### config.mk
export PLATFORM = sky130hd
export DESIGN_NAME = demux4_sched
export DESIGN_NICKNAME = d
export VERILOG_FILES = /design/src/rtl/demux4_pkg.sv /design/src/rtl/demux4_chreg.sv /design/src/rtl/demux4_sched.sv
export SDC_FILE = /design/constraint.sdc
export NUM_CORES = 1
export LEC_CHECK = 0
export CORE_ASPECT_RATIO = 0.7
export CORE_MARGIN = 5
export CORE_UTILIZATION = 57
export CTS_BUF_LIST = sky130_fd_sc_hd__clkbuf_2 sky130_fd_sc_hd__clkbuf_4 sky130_fd_sc_hd__clkbuf_8
export DETAILED_ROUTE_END_ITERATION = 16
export DONT_BUFFER_PORTS = 1
export PLACE_DENSITY = 0.72
export SLEW_MARGIN = 20
export SYNTH_ARGS = -nofsm -noshare
export SYNTH_HDL_FRONTEND = slang
export SYNTH_SLANG_ARGS = --single-unit
### constraint.sdc
create_clock -name clk -period 2.93 [get_ports clk]
set_input_delay 0.586 -clock clk [delete_from_list [all_inputs] [get_ports clk]]
set_output_delay 0.586 -clock clk [all_outputs]
set_load 0.005 [all_outputs]
### src/rtl/demux4_pkg.sv
// Shared types and helpers for the 1:4 packet demux scheduler.
// Holds the channel count, state encoding and the round-robin search.
package demux4_pkg;

    localparam int NCH  = 4;
    localparam int SELW = 2;

    typedef enum logic {
        IDLE = 1'b0,
        BUSY = 1'b1
    } state_t;

    // First enabled channel strictly after ptr, wrapping back to ptr itself last.
    function automatic logic [SELW-1:0] next_rr(input logic [SELW-1:0] ptr,
                                                input logic [NCH-1:0]  en);
        logic [SELW-1:0] c;
        next_rr = ptr;
        for (int i = NCH; i >= 1; i--) begin
            c = ptr + SELW'(i);
            if (en[c]) begin
                next_rr = c;
            end
        end
    endfunction

endpackage

### src/rtl/demux4_chreg.sv
// One-entry output register for a single demux channel; load-to-valid is 1 cycle.
// Reloads in the same cycle it drains, so the channel sustains one beat per cycle.
module demux4_chreg #(
    parameter int W = 8
) (
    input  logic         clk,
    input  logic         rst_n,
    input  logic         load_i,
    input  logic         rdy_i,
    input  logic [W-1:0] dat_i,
    input  logic         last_i,
    output logic         vld_o,
    output logic [W-1:0] dat_o,
    output logic         last_o
);

    logic         vld_q,  vld_d;
    logic [W-1:0] dat_q,  dat_d;
    logic         last_q, last_d;

    always_comb begin
        vld_d  = vld_q;
        dat_d  = dat_q;
        last_d = last_q;
        if (load_i) begin
            vld_d  = 1'b1;
            dat_d  = dat_i;
            last_d = last_i;
        end else if (vld_q && rdy_i) begin
            vld_d  = 1'b0;
        end
    end

    always_ff @(posedge clk or negedge rst_n) begin
        if (!rst_n) begin
            vld_q  <= 1'b0;
            dat_q  <= '0;
            last_q <= 1'b0;
        end else begin
            vld_q  <= vld_d;
            dat_q  <= dat_d;
            last_q <= last_d;
        end
    end

    assign vld_o  = vld_q;
    assign dat_o  = dat_q;
    assign last_o = last_q;

endmodule

### src/rtl/demux4_sched.sv
// Packet steering for a 1:4 demux: addressed or round-robin destination, locked per packet.
// 1-cycle latency to out_valid; in_ready follows only the current target channel.
module demux4_sched
    import demux4_pkg::*;
#(
    parameter int W = 8
) (
    input  logic           clk,
    input  logic           rst_n,
    input  logic           mode,
    input  logic [3:0]     cfg_en,
    input  logic           in_valid,
    output logic           in_ready,
    input  logic [W-1:0]   in_data,
    input  logic [1:0]     in_sel,
    input  logic           in_last,
    output logic [3:0]     out_valid,
    input  logic [3:0]     out_ready,
    output logic [4*W-1:0] out_data,
    output logic [3:0]     out_last,
    output logic [7:0]     drop_cnt,
    output logic           busy
);

    state_t          state_q, state_d;
    logic [SELW-1:0] rr_ptr_q, rr_ptr_d;
    logic [SELW-1:0] lock_ch_q, lock_ch_d;
    logic            lock_drop_q, lock_drop_d;
    logic [7:0]      drop_cnt_q, drop_cnt_d;

    logic [SELW-1:0] tgt;
    logic            drop;
    logic            accept;
    logic [NCH-1:0]  load;

    always_comb begin
        tgt  = lock_ch_q;
        drop = lock_drop_q;
        if (state_q == IDLE) begin
            tgt  = mode ? next_rr(rr_ptr_q, cfg_en) : in_sel;
            drop = mode ? (cfg_en == '0) : !cfg_en[in_sel];
        end
        // Only out_ready[tgt] is muxed in, so idle channels never gate the input.
        in_ready = drop || !out_valid[tgt] || out_ready[tgt];
        accept   = in_valid && in_ready;
        for (int k = 0; k < NCH; k++) begin
            load[k] = accept && !drop && (tgt == SELW'(k));
        end
    end

    always_comb begin
        state_d     = state_q;
        rr_ptr_d    = rr_ptr_q;
        lock_ch_d   = lock_ch_q;
        lock_drop_d = lock_drop_q;
        drop_cnt_d  = drop_cnt_q;
        if (accept) begin
            if (state_q == IDLE) begin
                if (!in_last) begin
                    state_d     = BUSY;
                    lock_ch_d   = tgt;
                    lock_drop_d = drop;
                end
                if (mode && !drop) begin
                    rr_ptr_d = tgt;
                end
                if (drop && drop_cnt_q != 8'hFF) begin
                    drop_cnt_d = drop_cnt_q + 8'd1;
                end
            end else if (in_last) begin
                state_d = IDLE;
            end
        end
    end

    always_ff @(posedge clk or negedge rst_n) begin
        if (!rst_n) begin
            state_q     <= IDLE;
            rr_ptr_q    <= SELW'(NCH - 1);
            lock_ch_q   <= '0;
            lock_drop_q <= 1'b0;
            drop_cnt_q  <= '0;
        end else begin
            state_q     <= state_d;
            rr_ptr_q    <= rr_ptr_d;
            lock_ch_q   <= lock_ch_d;
            lock_drop_q <= lock_drop_d;
            drop_cnt_q  <= drop_cnt_d;
        end
    end

    for (genvar k = 0; k < NCH; k++) begin : g_ch
        demux4_chreg #(.W(W)) u_chreg (
            .clk    (clk),
            .rst_n  (rst_n),
            .load_i (load[k]),
            .rdy_i  (out_ready[k]),
            .dat_i  (in_data),
            .last_i (in_last),
            .vld_o  (out_valid[k]),
            .dat_o  (out_data[k*W +: W]),
            .last_o (out_last[k])
        );
    end

    assign drop_cnt = drop_cnt_q;
    assign busy     = (state_q == BUSY);

endmodule

==> impl_metrics.ini <==
[cells_and_area]
design_area_mm2 = 0.00264
filler_cell_count = 330
fin_util_pct = 61.7
antennaDiodeCount = 0
area_delta_synth_final_pct = 5.98
drive_gt1_share_pct = 38.1
nets = 212

[critical_path]
rrSetupSlack_ps = 200
cp_data_arrival_time_ps = 2300
cpLargestDelayFamily = multiplexers
crit_chain = mux2i_1 > nor2_1 > o41a_1 > mux2i_1 > mux2i_2 > nand2_1
slowest_stage = dfstp_2
path_max_fanout = 9
critical_path_buf_inv_count = 0
cp-start-kind = flop
required_ps = 2340
criticalPathCategory = reg2out
crit_path_end_kind = output pin
crit_top_cell = mux2i_1
cpPeakStageDelay_ps = 640

[synth]
syn-instance-count = 186
ys_seq_elements = 54
ys_seq_area_share_pct = 54.3
yosys_warnings = 0
yosysMostFrequentCell = dfrtp_1
synth_area_mm2 = 0.00249
synth-edff-count = 0
avgSynthCellArea_um2 = 13.4
ys.flop_type = dfrtp_1
ys_top_cells_by_count = 52 x dfrtp_1, 40 x mux2_2, 8 x buf_4
synth_area_leaders = dfrtp_1 52%, mux2_2 18%, buf_4 2.4%
synthArstFlopShare_pct = 100
synth_top_area_cell = dfrtp_1
yosys.area.top_type_share_pct = 52.2
syn_nets = 210
yosysUniqueCellTypes = 41

[sta]
setup_tns_ps = 0
fmax_ghz = 0.346
tightestPinTransition_ps = 739
period_share_pct = 98.5
holdWs_ps = 114
maxSlewHeadroom_pct = 50.5
worst_clock_skew_ps = 6.65
fin_crit_ps = 2890
report.final.slew_viol_count = 0
setup_viol = 0
hold_viol_final = 0

[floorplanning]
dieArea_mm2 = 0.00581
die_x_um = 89.0
core_mm2 = 0.00428
core.rowCount = 20
initial_core_util_pct = 58.2
die_h_um = 65.3
num_io_pins = 73

[clock_tree]
cts_tree = done
htreeDepth = 2
cts_buffers = 5
clock-root-buffer = clkbuf_8
ctsLongestPathBuffers = 2
clk_pin_slew_ps = 100
clock_latency_ps = 310
cts.sinks = 54

[min_path]
hold_class = in2async

[global_routing]
use_met1_pct = 22.5
grt_start_max_net_pins = 53
grt_overflow = 0
use_met3_pct = 6.27
grt_util_met2_pct = 31.5
gr-max-usage-layer = met2
grt_pass1_wl_um = 8200
grt_pass1_vias = 1596
grtUsageTotal_pct = 18.5
antenna_found_initial = 0

[pwr]
powerDensity_mw_per_mm2 = 992
power_frac_clock_pct = 16.5
leakagePower_uw = 0.00114
pwr-share-comb_pct = 29.7
peakVddDrop_v = 0.000489
finalPower_uw = 2620
p_int_uw = 1730
p_sw_uw = 887
seq_power_share_pct = 53.8
switching_share_pct = 33.9

[detailed_routing]
drtAntennaViolNets = 0
via_per_inst = 5.91
drt-total-wl_um = 5170
routedWlPerCell_um = 21.2
drtIter0Drc = 48
via_count = 1441
route.detailed.drc = 0
firstDrtPassIters = 4

[placed_design]
hpwl_um = 3630
post_dp_cell_area_mm2 = 0.00249
routabilityCongestion = 0.878
io_buffer_count = 0

[run_status]
status = completed

[job]
cap_viol_max_count = 0
power groups by stage:
stage	registers [µW]	clock network [µW]	logic, µW
final	1410	431	779
after global routing	1460	479	854
after CTS	1420	446	765
after detailed placement	1430	0	738
after global placement	1410	0	696
after floorplan	1300	0	741
worst reg2reg max path, stage by stage (launching register included):
cell and delay (ps):
dfstp_2 640, mux2i_1 220, nor2_1 70, o41a_1 420
mux2i_1 250, mux2i_2 150, buf_4 170, buf_4 120
a21oi_1 210, mux2_2 370
state kept, by name, indices dropped and copies added, names as in the netlist:
signal	flops
busy	1
drop_cnt	8
g_ch.u_chreg.vld_o	4
g_ch.u_chreg.last_o	4
rr_ptr_q	2
lock_drop_q	1
lock_ch_q	2
g_ch.u_chreg.dat_o	32
cell families after synthesis:
| group | Yosys count | share of synthesized area [%] |
|---|---|---|
| xor+xnor | 7 | 2.46 |
| mux | 46 | 20.5 |
| fa+ha+maj | 1 | 0.502 |
| buf+inv | 14 | 4.27 |
| flops | 54 | 54.3 |
| simple gates | 45 | 12.2 |
| compound gates | 19 | 5.73 |
repair_timing:
action,4_1_cts,5_1_grt
hold buffers,1,0
pin swaps,0,0
buffers inserted,0,3
endpoints found under the hold margin,52,0
resized for setup,1,0
endpoints found under the setup margin,1,1
cloned,0,0
final timing paths:
| path | start | to | cells after the start |
|---|---|---|---|
| worst max-delay path | rr_ptr_q[1] | in_ready | 6 |
| worst min-delay path | rst_n | rr_ptr_q[0] | 0 |
| worst max register to register | rr_ptr_q[1] | lock_ch_q[0] | 9 |
| worst min register to register | lock_drop_q | lock_drop_q | 2 |
| max in group asynchronous | rst_n | g_ch[2].u_chreg.vld_o | 1 |
| min in group clk | in_last | g_ch[2].u_chreg.last_o | 1 |
stage by stage:
| stage | worst slack (ps) | instances |
|---|---|---|
| floorplan | 533 | 186 |
| global placement | 334 | 232 |
| detailed placement | 273 | 232 |
| CTS | 37.4 | 241 |
| global route | -4.45 | 244 |
| finish | 43.7 | 244 |
layer usage:
metal  vias to the layer above  part of all wire [%]
met5                         -                     0
met4                         0                  0.85
met3                         7                   8.2
met2                        55                    51
met1                       728                    40
li1                        651                     -
cell usage in the layout (no fill, tap or decap), drive strengths merged:
cell type,Yosys,layout
a311oi,1,1
xor2,1,1
o41a,1,1
o21a,1,1
a21boi,1,1
a2bb2oi,1,1
buf,12,7
nand3,5,5
nor4b,1,1
nor3,1,1
nand2,7,7
and2,3,3
nand4,1,1
dfrtp,52,52
o21ai,4,4
a21oi,4,4
or2,4,4
o21bai,1,1
clkinv,0,2
a22oi,1,1
o32a,2,2
nand2b,7,7
mux2,41,41
mux2i,5,5
nor2b,4,4
nor2,5,5
xnor2,6,6
dfstp,2,2
nor3b,3,3
and3,2,2
and3b,1,1
ha,1,1
inv,2,3
nor4,1,1
clkbuf,0,5
o22ai,2,2
layout make-up:
cell class,count,area (µm²),share of cell area (%)
Timing Repair Buffer,7,72.6,2.75
Tap cell,55,68.8,2.61
Inverter,2,7.51,0.284
Clock inverter,3,28.8,1.09
Clock buffer,5,68.8,2.61
Sequential cell,54,1350,51.3
Multi-Input combinational cell,118,1040,39.4
Power figures use the tool's default switching activity.
